[src/rtl/fault_counters.sv]
// ----------------------------------------------------------------------------
// fault_counters
//
// Error-counter unit of the CAN controller's fault-confinement path.
// Keeps the transmit error counter (TEC), the receive error counter (REC) and
// the bus-off recovery counter (ERB). It decodes the threshold flags that the
// fault-state machine consumes, and takes that machine's resetcount/busoff
// outputs back.
//
// Ports
//   clock          rising-edge system clock
//   reset          asynchronous active-low reset
//   resetcount     active-low synchronous clear of TEC/REC/ERB/run counter
//   busoff         fault-state machine is in bus-off; enables ERB counting
//   tec_inc8       transmit error,        TEC += 8 (saturates at BOFF_LIM)
//   tec_dec1       successful transmit,   TEC -= 1 (floor 0, frozen at BOFF_LIM)
//   rec_inc1       receive error,         REC += 1 (saturates at 255)
//   rec_inc8       receive error (dominant-flag case), REC += 8
//   rec_dec1       successful reception (REC -= 1, or reload to REC_RESUME)
//   sample         one-cycle strobe at each bit sample point
//   rxbit          sampled bus value, 1 = recessive, valid with sample
//   tec/rec/erb    counter values
//   *_lt96/_ge96/_ge128/_ge256, erb_eq128   threshold flags (from registers)
//   erb_state      debug view of the ERB FSM (0 = IDLE, 1 = COUNT)
//
// All event inputs are level-sampled: a pulse held N cycles counts N times.
// ----------------------------------------------------------------------------
module fault_counters #(
    parameter int unsigned WARN_LIM   = 96,
    parameter int unsigned PASS_LIM   = 128,
    parameter int unsigned BOFF_LIM   = 256,
    parameter int unsigned ERB_LIM    = 128,
    parameter int unsigned REC_RESUME = 119
) (
    input  logic       clock,
    input  logic       reset,
    input  logic       resetcount,
    input  logic       busoff,
    input  logic       tec_inc8,
    input  logic       tec_dec1,
    input  logic       rec_inc1,
    input  logic       rec_inc8,
    input  logic       rec_dec1,
    input  logic       sample,
    input  logic       rxbit,
    output logic [8:0] tec,
    output logic [7:0] rec,
    output logic [7:0] erb,
    output logic       rec_lt96,
    output logic       rec_ge96,
    output logic       rec_ge128,
    output logic       tec_lt96,
    output logic       tec_ge96,
    output logic       tec_ge128,
    output logic       tec_ge256,
    output logic       erb_eq128,
    output logic       erb_state
);

    // Length of one recovery sequence: 11 consecutive recessive bits.
    localparam int unsigned RUN_LEN = 11;

    typedef enum logic {
        ERB_IDLE  = 1'b0,
        ERB_COUNT = 1'b1
    } erb_state_t;

    erb_state_t state_q, state_d;
    logic [3:0] run_q, run_d;
    logic [8:0] tec_d;
    logic [7:0] rec_d;
    logic [7:0] erb_d;

    // ------------------------------------------------------------------
    // TEC next value. The sum is one bit wider than the counter so the
    // saturation compare sees the true result.
    // ------------------------------------------------------------------
    logic [9:0] tec_sum8;
    assign tec_sum8 = {1'b0, tec} + 10'd8;

    always_comb begin
        tec_d = tec;
        if (tec_inc8) begin
            tec_d = (tec_sum8 >= 10'(BOFF_LIM)) ? 9'(BOFF_LIM) : tec_sum8[8:0];
        end else if (tec_dec1 && (tec != 9'(BOFF_LIM)) && (tec != 9'd0)) begin
            // Bus-off value is sticky: only resetcount/reset leave it.
            tec_d = tec - 9'd1;
        end
    end

    // ------------------------------------------------------------------
    // REC next value. Increments saturate at 255; a successful reception
    // while error-passive reloads REC_RESUME instead of decrementing.
    // ------------------------------------------------------------------
    logic [8:0] rec_sum8, rec_sum1;
    assign rec_sum8 = {1'b0, rec} + 9'd8;
    assign rec_sum1 = {1'b0, rec} + 9'd1;

    always_comb begin
        rec_d = rec;
        if (rec_inc8) begin
            rec_d = rec_sum8[8] ? 8'hFF : rec_sum8[7:0];
        end else if (rec_inc1) begin
            rec_d = rec_sum1[8] ? 8'hFF : rec_sum1[7:0];
        end else if (rec_dec1) begin
            if (rec >= 8'(PASS_LIM)) begin
                rec_d = 8'(REC_RESUME);
            end else if (rec != 8'd0) begin
                rec_d = rec - 8'd1;
            end
        end
    end

    // ------------------------------------------------------------------
    // ERB FSM: state register / next-state / outputs (run + erb next).
    // ------------------------------------------------------------------
    always_ff @(posedge clock or negedge reset) begin
        if (!reset) begin
            state_q <= ERB_IDLE;
        end else begin
            state_q <= state_d;
        end
    end

    always_comb begin
        state_d = state_q;
        case (state_q)
            ERB_IDLE:  if (busoff)  state_d = ERB_COUNT;
            ERB_COUNT: if (!busoff) state_d = ERB_IDLE;
            default:   state_d = ERB_IDLE;
        endcase
    end

    always_comb begin
        run_d = run_q;
        erb_d = erb;
        if ((state_q == ERB_IDLE) || !busoff) begin
            // Leaving bus-off (or not yet counting) discards progress on
            // the same edge the FSM drops back to IDLE.
            run_d = 4'd0;
            erb_d = 8'd0;
        end else if (sample) begin
            if (!rxbit) begin
                run_d = 4'd0;
            end else if (run_q == 4'(RUN_LEN - 1)) begin
                // 11th recessive bit: close the sequence and count it.
                run_d = 4'd0;
                if (erb != 8'(ERB_LIM)) begin
                    erb_d = erb + 8'd1;
                end
            end else begin
                run_d = run_q + 4'd1;
            end
        end
    end

    assign erb_state = state_q;

    // ------------------------------------------------------------------
    // Counter registers. resetcount overrides every event but leaves the
    // ERB FSM state alone.
    // ------------------------------------------------------------------
    always_ff @(posedge clock or negedge reset) begin
        if (!reset) begin
            tec   <= 9'd0;
            rec   <= 8'd0;
            erb   <= 8'd0;
            run_q <= 4'd0;
        end else if (!resetcount) begin
            tec   <= 9'd0;
            rec   <= 8'd0;
            erb   <= 8'd0;
            run_q <= 4'd0;
        end else begin
            tec   <= tec_d;
            rec   <= rec_d;
            erb   <= erb_d;
            run_q <= run_d;
        end
    end

    // Threshold flags: decoded from registers only.
    assign tec_lt96  = (tec <  9'(WARN_LIM));
    assign tec_ge96  = (tec >= 9'(WARN_LIM));
    assign tec_ge128 = (tec >= 9'(PASS_LIM));
    assign tec_ge256 = (tec >= 9'(BOFF_LIM));
    assign rec_lt96  = (rec <  8'(WARN_LIM));
    assign rec_ge96  = (rec >= 8'(WARN_LIM));
    assign rec_ge128 = (rec >= 8'(PASS_LIM));
    assign erb_eq128 = (erb == 8'(ERB_LIM));

endmodule

[config.mk]
export PLATFORM = sky130hd
export DESIGN_NAME = fault_counters
export DESIGN_NICKNAME = d
export VERILOG_FILES = /design/src/rtl/fault_counters.sv
export SDC_FILE = /design/constraint.sdc
export NUM_CORES = 1
export LEC_CHECK = 0
export ABC_CLOCK_PERIOD_IN_PS = 2200
export CAP_MARGIN = 0
export CORE_MARGIN = 2
export CORE_UTILIZATION = 30
export CTS_CLUSTER_DIAMETER = 80
export CTS_CLUSTER_SIZE = 30
export DETAILED_ROUTE_END_ITERATION = 7
export PLACE_DENSITY = 0.62
export SLEW_MARGIN = 20
export SYNTH_ARGS = -nofsm -noshare
export SYNTH_HDL_FRONTEND = slang
export SYNTH_SLANG_ARGS = --single-unit
[constraint.sdc]
create_clock -name clock -period 2.2 [get_ports clock]
set_input_delay 0.33 -clock clock [delete_from_list [all_inputs] [get_ports clock]]
set_output_delay 0.33 -clock clock [all_outputs]
set_load 0.05 [all_outputs]
**After elaboration in Yosys (flattened, before gate mapping)**

Index checks and enable logic that the tools add are counted.

- Register bits: 30
- Input bits: 11
- Output and inout bits: 34
- Word-level logic and storage cells: 64

- $add $sub $neg: 7
- $lt $le $gt $ge: 8
- Equality and inequality tests: 11
- Muxes and demuxes: 24
- Bitwise operators: 1
- Reduce and logical (&&, ||, !) cells: 8

Operator list:

| kind | number |
|---|---|
| 8-bit 2-to-1 mux | 14 |
| 9-bit 2-to-1 mux | 4 |
| 4-bit 2-to-1 mux | 5 |
| 3-bit by 1-bit != test with 1-bit output (second input constant) | 5 |
| 9-bit by 4-bit adder with 10-bit output (second input constant) | 1 |
| 10-bit by 9-bit greater-or-equal comparator with 1-bit output (second input constant) | 1 |
| 8-bit by 1-bit adder with 9-bit output (second input constant) | 1 |
| 8-bit by 4-bit adder with 9-bit output (second input constant) | 1 |
| 9-bit by 7-bit greater-or-equal comparator with 1-bit output (second input constant) | 1 |
| 9-bit by 8-bit greater-or-equal comparator with 1-bit output (second input constant) | 1 |
| 9-bit greater-or-equal comparator (second input constant) | 1 |
| 9-bit by 7-bit less-than comparator with 1-bit output (second input constant) | 1 |
| 9-bit != test (second input constant) | 1 |
| 9-bit nonzero test | 1 |
| 9-bit by 1-bit subtractor with 9-bit output (second input constant) | 1 |
| 8-bit by 1-bit adder with 8-bit output (second input constant) | 1 |
| 8-bit == test (second input constant) | 1 |
| 8-bit by 7-bit greater-or-equal comparator with 1-bit output (second input constant) | 1 |
| 8-bit greater-or-equal comparator (second input constant) | 1 |
| 8-bit by 7-bit less-than comparator with 1-bit output (second input constant) | 1 |
| 8-bit != test (second input constant) | 1 |
| 8-bit nonzero test | 1 |
| 8-bit by 1-bit subtractor with 8-bit output (second input constant) | 1 |
| 5-bit by 1-bit != test with 1-bit output (second input constant) | 1 |
| other kinds (10) | 11 |

**Longest topological paths before layout**

- Depth after elaboration: 7
- Gate-level depth with buffers: 8
- Gate-level depth less buffers: 7

**Worst setup path before layout**

Ideal clock, no wire load.

- Path type: flip-flop to output port
- Start point: reg tec[8]
- End point: out tec_lt96
- Arrival: 2.063 ns
- Data required time: 1.870 ns
- Slack: -0.193 ns
- Cell stages (with the launch flop): 5
- Path buffers: 0
- Path through: dfrtp_1 > inv_1 > nand2_1 > a21o_1 > inv_1

- Longest elaborated chain between the ends: 1

Ends and longest elaborated chain:

| item | line | source |
|---|---|---|
| start, declared | 46 | `output logic [8:0] tec,` |
| start signal, assigned | 175 | `tec <= tec_d;` |
| 9-bit by 7-bit less-than comparator with 1-bit output | 183 | `assign tec_lt96 = (tec < 9'(WARN_LIM));` |
| end, declared | 52 | `output logic tec_lt96,` |

Every way passes these cells.

**Worst setup path in the final report**

- Start point: reg tec[3]
- End point: reg tec[7]

- Longest elaborated chain between the ends: 5
- Elaborated cells on any way between the ends: 12
- Classes of those cells: 2 x add/sub; 1 x order compare; 2 x eq/ne; 4 x mux; 3 x reduce/logical

Ends and longest elaborated chain:

| item | line | source |
|---|---|---|
| 9-bit by 4-bit adder with 10-bit output | 79 | `assign tec_sum8 = {1'b0, tec} + 10'd8;` |
| 10-bit by 9-bit greater-or-equal comparator with 1-bit output | 84 | `tec_d = (tec_sum8 >= 10'(BOFF_LIM)) ? 9'(BOFF_LIM) : tec_sum8[8:0];` |
| 9-bit 2-to-1 mux | 84 |  |
| 9-bit 2-to-1 mux | 83 | `if (tec_inc8) begin` |
| 9-bit 2-to-1 mux | 169 | `end else if (!resetcount) begin` |

Several ways; a longest one is shown, not always the timed one. The select of a mux whose other input is x is not followed.
A chain may end at the register's enable or synchronous reset.

==> results_dict.tcl <==
set metrics [dict create \
    crit_family "simple AND/OR/NAND/NOR gates" \
    num_vias 2383 \
    period_needed_ns 2.08 \
    diodes 0 \
    drive_above_1_share_pct 16.1 \
    num_rows 32 \
    io_pins 45 \
    cts_buffers 5 \
    path_class "flop to flop" \
    period_share_pct 94.7 \
    synthAdderAreaFrac_pct 7.54 \
    die_area_um2 8460 \
    clockBufferDepth 2 \
    ctsHoldBuffers 0 \
    clkLatencyLatePin_ns 0.28 \
    power_density_nw_per_um2 937 \
    maxSlewViolCount 0 \
    status "finished, final reports clean" \
    antenna_left 0 \
    drt_iter0_drc 105 \
    clkSinkCount 30 \
    drv_cap 0 \
    synth_top_area_cell "dfrtp_1" \
    hp-class "input port to async pin" \
    syn_inst 279 \
    setup_tns_ns 0 \
    tritoncts "yes" \
    yosys.area.top_type_share_pct 32.3 \
    fmax_mhz 480 \
    clk_pin_slew_worst_paths_ns 0.07 \
    relSlewSlack_pct 65.8 \
    post_drt_wl_per_cell_um 14.4 \
    port_buffers 44 \
    synth-compound-area-share_pct 22.7 \
    ir_drop_uv 259 \
    yosys-top-cells-area "dfrtp_1 (32%), ha_1 (7.5%), o21ai_0 (4.1%)" \
    syn_area_per_cell_um2 8.32 \
    die_y_um 92.0 \
    final-setup-viol-count 0 \
    cp_num_buf_inv 1 \
    drcViolationCount 0 \
    post-cts-setup-buffers 0 \
    total_power_mw 2.94 \
    netlist_area_um2 2320 \
    yosysUniqueCellTypes 60 \
    cp_cell_sequence "inv_1, ha_1, or4b_4, nor4_4, a41oi_1, or4_1, o211ai_2" \
    synthXorXnorAreaFrac_pct 4.53 \
    detail_route.vias_per_cell 5.38 \
    firstDrtPassIters 5 \
    setup.worst_path.start_class "flop" \
    gp_congestion 0.944 \
    synthFlopType "dfrtp_1" \
    layout.nets 365 \
    cp.arrival_ns 2.28 \
    grt_pass1_vias 2299 \
    die_x_um 92.0 \
    grt_overflow_total 0 \
    totalWireLength_mm 6.39 \
    critical-path-slowest-cell "or4b_4" \
    critPathRequiredTime_ns 2.40 \
    grtUsageTotal_pct 15.7 \
    synth_top_family_by_area "simple AND/OR/NAND/NOR gates" \
    cellLeakagePower_nw 1.29 \
    critPathMaxFanout 8 \
    synth_mux_area_share_pct 0.862 \
    grt_max_degree 31 \
    area_growth_pct 35.1 \
    ys_warn_count 0 \
    start_util_pct 30.5 \
    fin_skew_ns 0.00530 \
    ys_async_sr_fraction_pct 100 \
    h-tree-depth 2 \
    ys_ff_latch 30 \
    critPathCaptureType "flop" \
    cts_resized 0 \
    worst_pin_slew_ns 0.512 \
    slowest_delay_ns 0.51 \
    dp.final_hpwl_mm 4.74 \
    hold_viol_final 0 \
    synth_enable_flop_cells 0 \
    synth-seq-area-share_pct 32.3 \
    antenna_found_initial 0 \
    grt_pass1_wl_mm 10.9 \
    postLayoutCoreUtil_pct 41.3 \
    yosys.area_share.simple_pct 25.6 \
    core-area_um2 7610 \
    rsz0062_at_grt "no" \
    syn_nets 304 \
    clockRootBuffer "clkbuf_8" \
]
[cell usage in the layout, fill, tap and decap left out, types with 2 or more instances in the layout]
cell type        Yosys  layout
clkdlybuf4s50_1      0      38
buf_4                0      28
dfrtp_1             30      27
nor2_1              24      24
inv_1               21      20
o21ai_0             19      19
nand2_1             19      18
nand3_1             18      18
a21oi_1             15      15
ha_1                14      14
nand2b_1             7       7
xnor2_1              7       7
nor3_1               6       6
nor3b_1              5       5
nand4_1              5       5
nor4_1               6       5
xor2_1               5       5
clkbuf_8             0       5
nor2b_1              4       4
a21o_1               3       3
a211oi_1             3       3
a31oi_1              3       3
o31ai_1              3       3
dfrtp_2              0       3
o21a_1               2       2
or4b_1               2       2
mux2i_1              2       2
or3_1                2       2
and2_2               2       2
and3_1               2       2
a221oi_1             2       2
o311ai_0             2       2
o32ai_1              2       2
o211ai_1             2       2
o31a_1               2       2
clkinv_2             0       2
[synthesized netlist by cell type (all sizes together) (4+ instances only)]
cell type and instances:
a21oi 15, buf 5, clkbuf 9, dfrtp 30, ha 14, inv 21, nand2 19, nand2b 7
nand3 18, nand4 5, nor2 24, nor2b 4, nor3 6, nor3b 5, nor4 6, o21ai 20
xnor2 7, xor2 5
[registers in the layout, indices dropped and copies added (netlist names)]
register / flops
tec: 9
erb_state: 1
run_q: 4
rec: 8
erb: 8
[cell type report]
| cell class | instances | area (µm²) |
|---|---|---|
| fillers | 766 | 4470 |
| multi-input cells | 213 | 1440 |
| flip-flops and latches | 30 | 754 |
| repair buffers | 68 | 623 |
| well taps | 102 | 128 |
| inverters | 22 | 82.6 |
| clock buffers | 5 | 68.8 |
| clock inverters | 3 | 40.0 |
[final timing paths]
path	startpoint	end	slack, ns	cells past startpoint
hold reg to reg	run_q[3]	run_q[3]	0.48	1
setup reg to reg	tec[3]	tec[7]	0.12	7
max in group asynchronous	reset	tec[8]	1.43	2
hold / removal	reset	rec[2]	0.45	2
min in group clock	run_q[3]	run_q[3]	0.48	1
setup / recovery	tec[3]	tec[7]	0.12	7
[through the flow]
stage / hold WS [ns] / cell area [µm²] / instances / setup slack, ns
floorplan: 0.0344 / 2330 / 279 / 0.0320
global placement: 0.465 / 3010 / 435 / 0.163
detailed placement: 0.472 / 3010 / 435 / 0.118
CTS: 0.457 / 3120 / 443 / 0.0345
global route: 0.493 / 3140 / 443 / 0.00106
finish: 0.448 / 3140 / 443 / 0.116
[metal layers]
| metal | wire length, µm | up-vias | track usage [%] |
|---|---|---|---|
| met2 | 3230 | 87 | 27.2 |
| met1 | 2770 | 1154 | 19.9 |
| li1 | - | 1131 | - |
| met5 | 0 | - | 0 |
| met4 | 116 | 0 | 5.72 |
| met3 | 274 | 11 | 2.22 |
[cell families (layout without fill, tap and decap cells)]
logic type / after synthesis / count (layout)
AO/OA/AOI/OAI: 74 / 74
XOR/XNOR: 12 / 12
flip-flops: 30 / 30
multiplexers: 2 / 2
adder cells (fa/ha/maj): 14 / 14
buffers and inverters: 36 / 98
AND/OR/NAND/NOR: 111 / 111
[power breakdown]
part           switching [mW]  internal (mW)  total [mW]
clock network           0.213          0.333       0.546
logic                    1.03          0.629        1.66
registers               0.106          0.628       0.734
total                    1.35           1.59        2.94
Note: power is estimated with default switching activity, not from simulation.
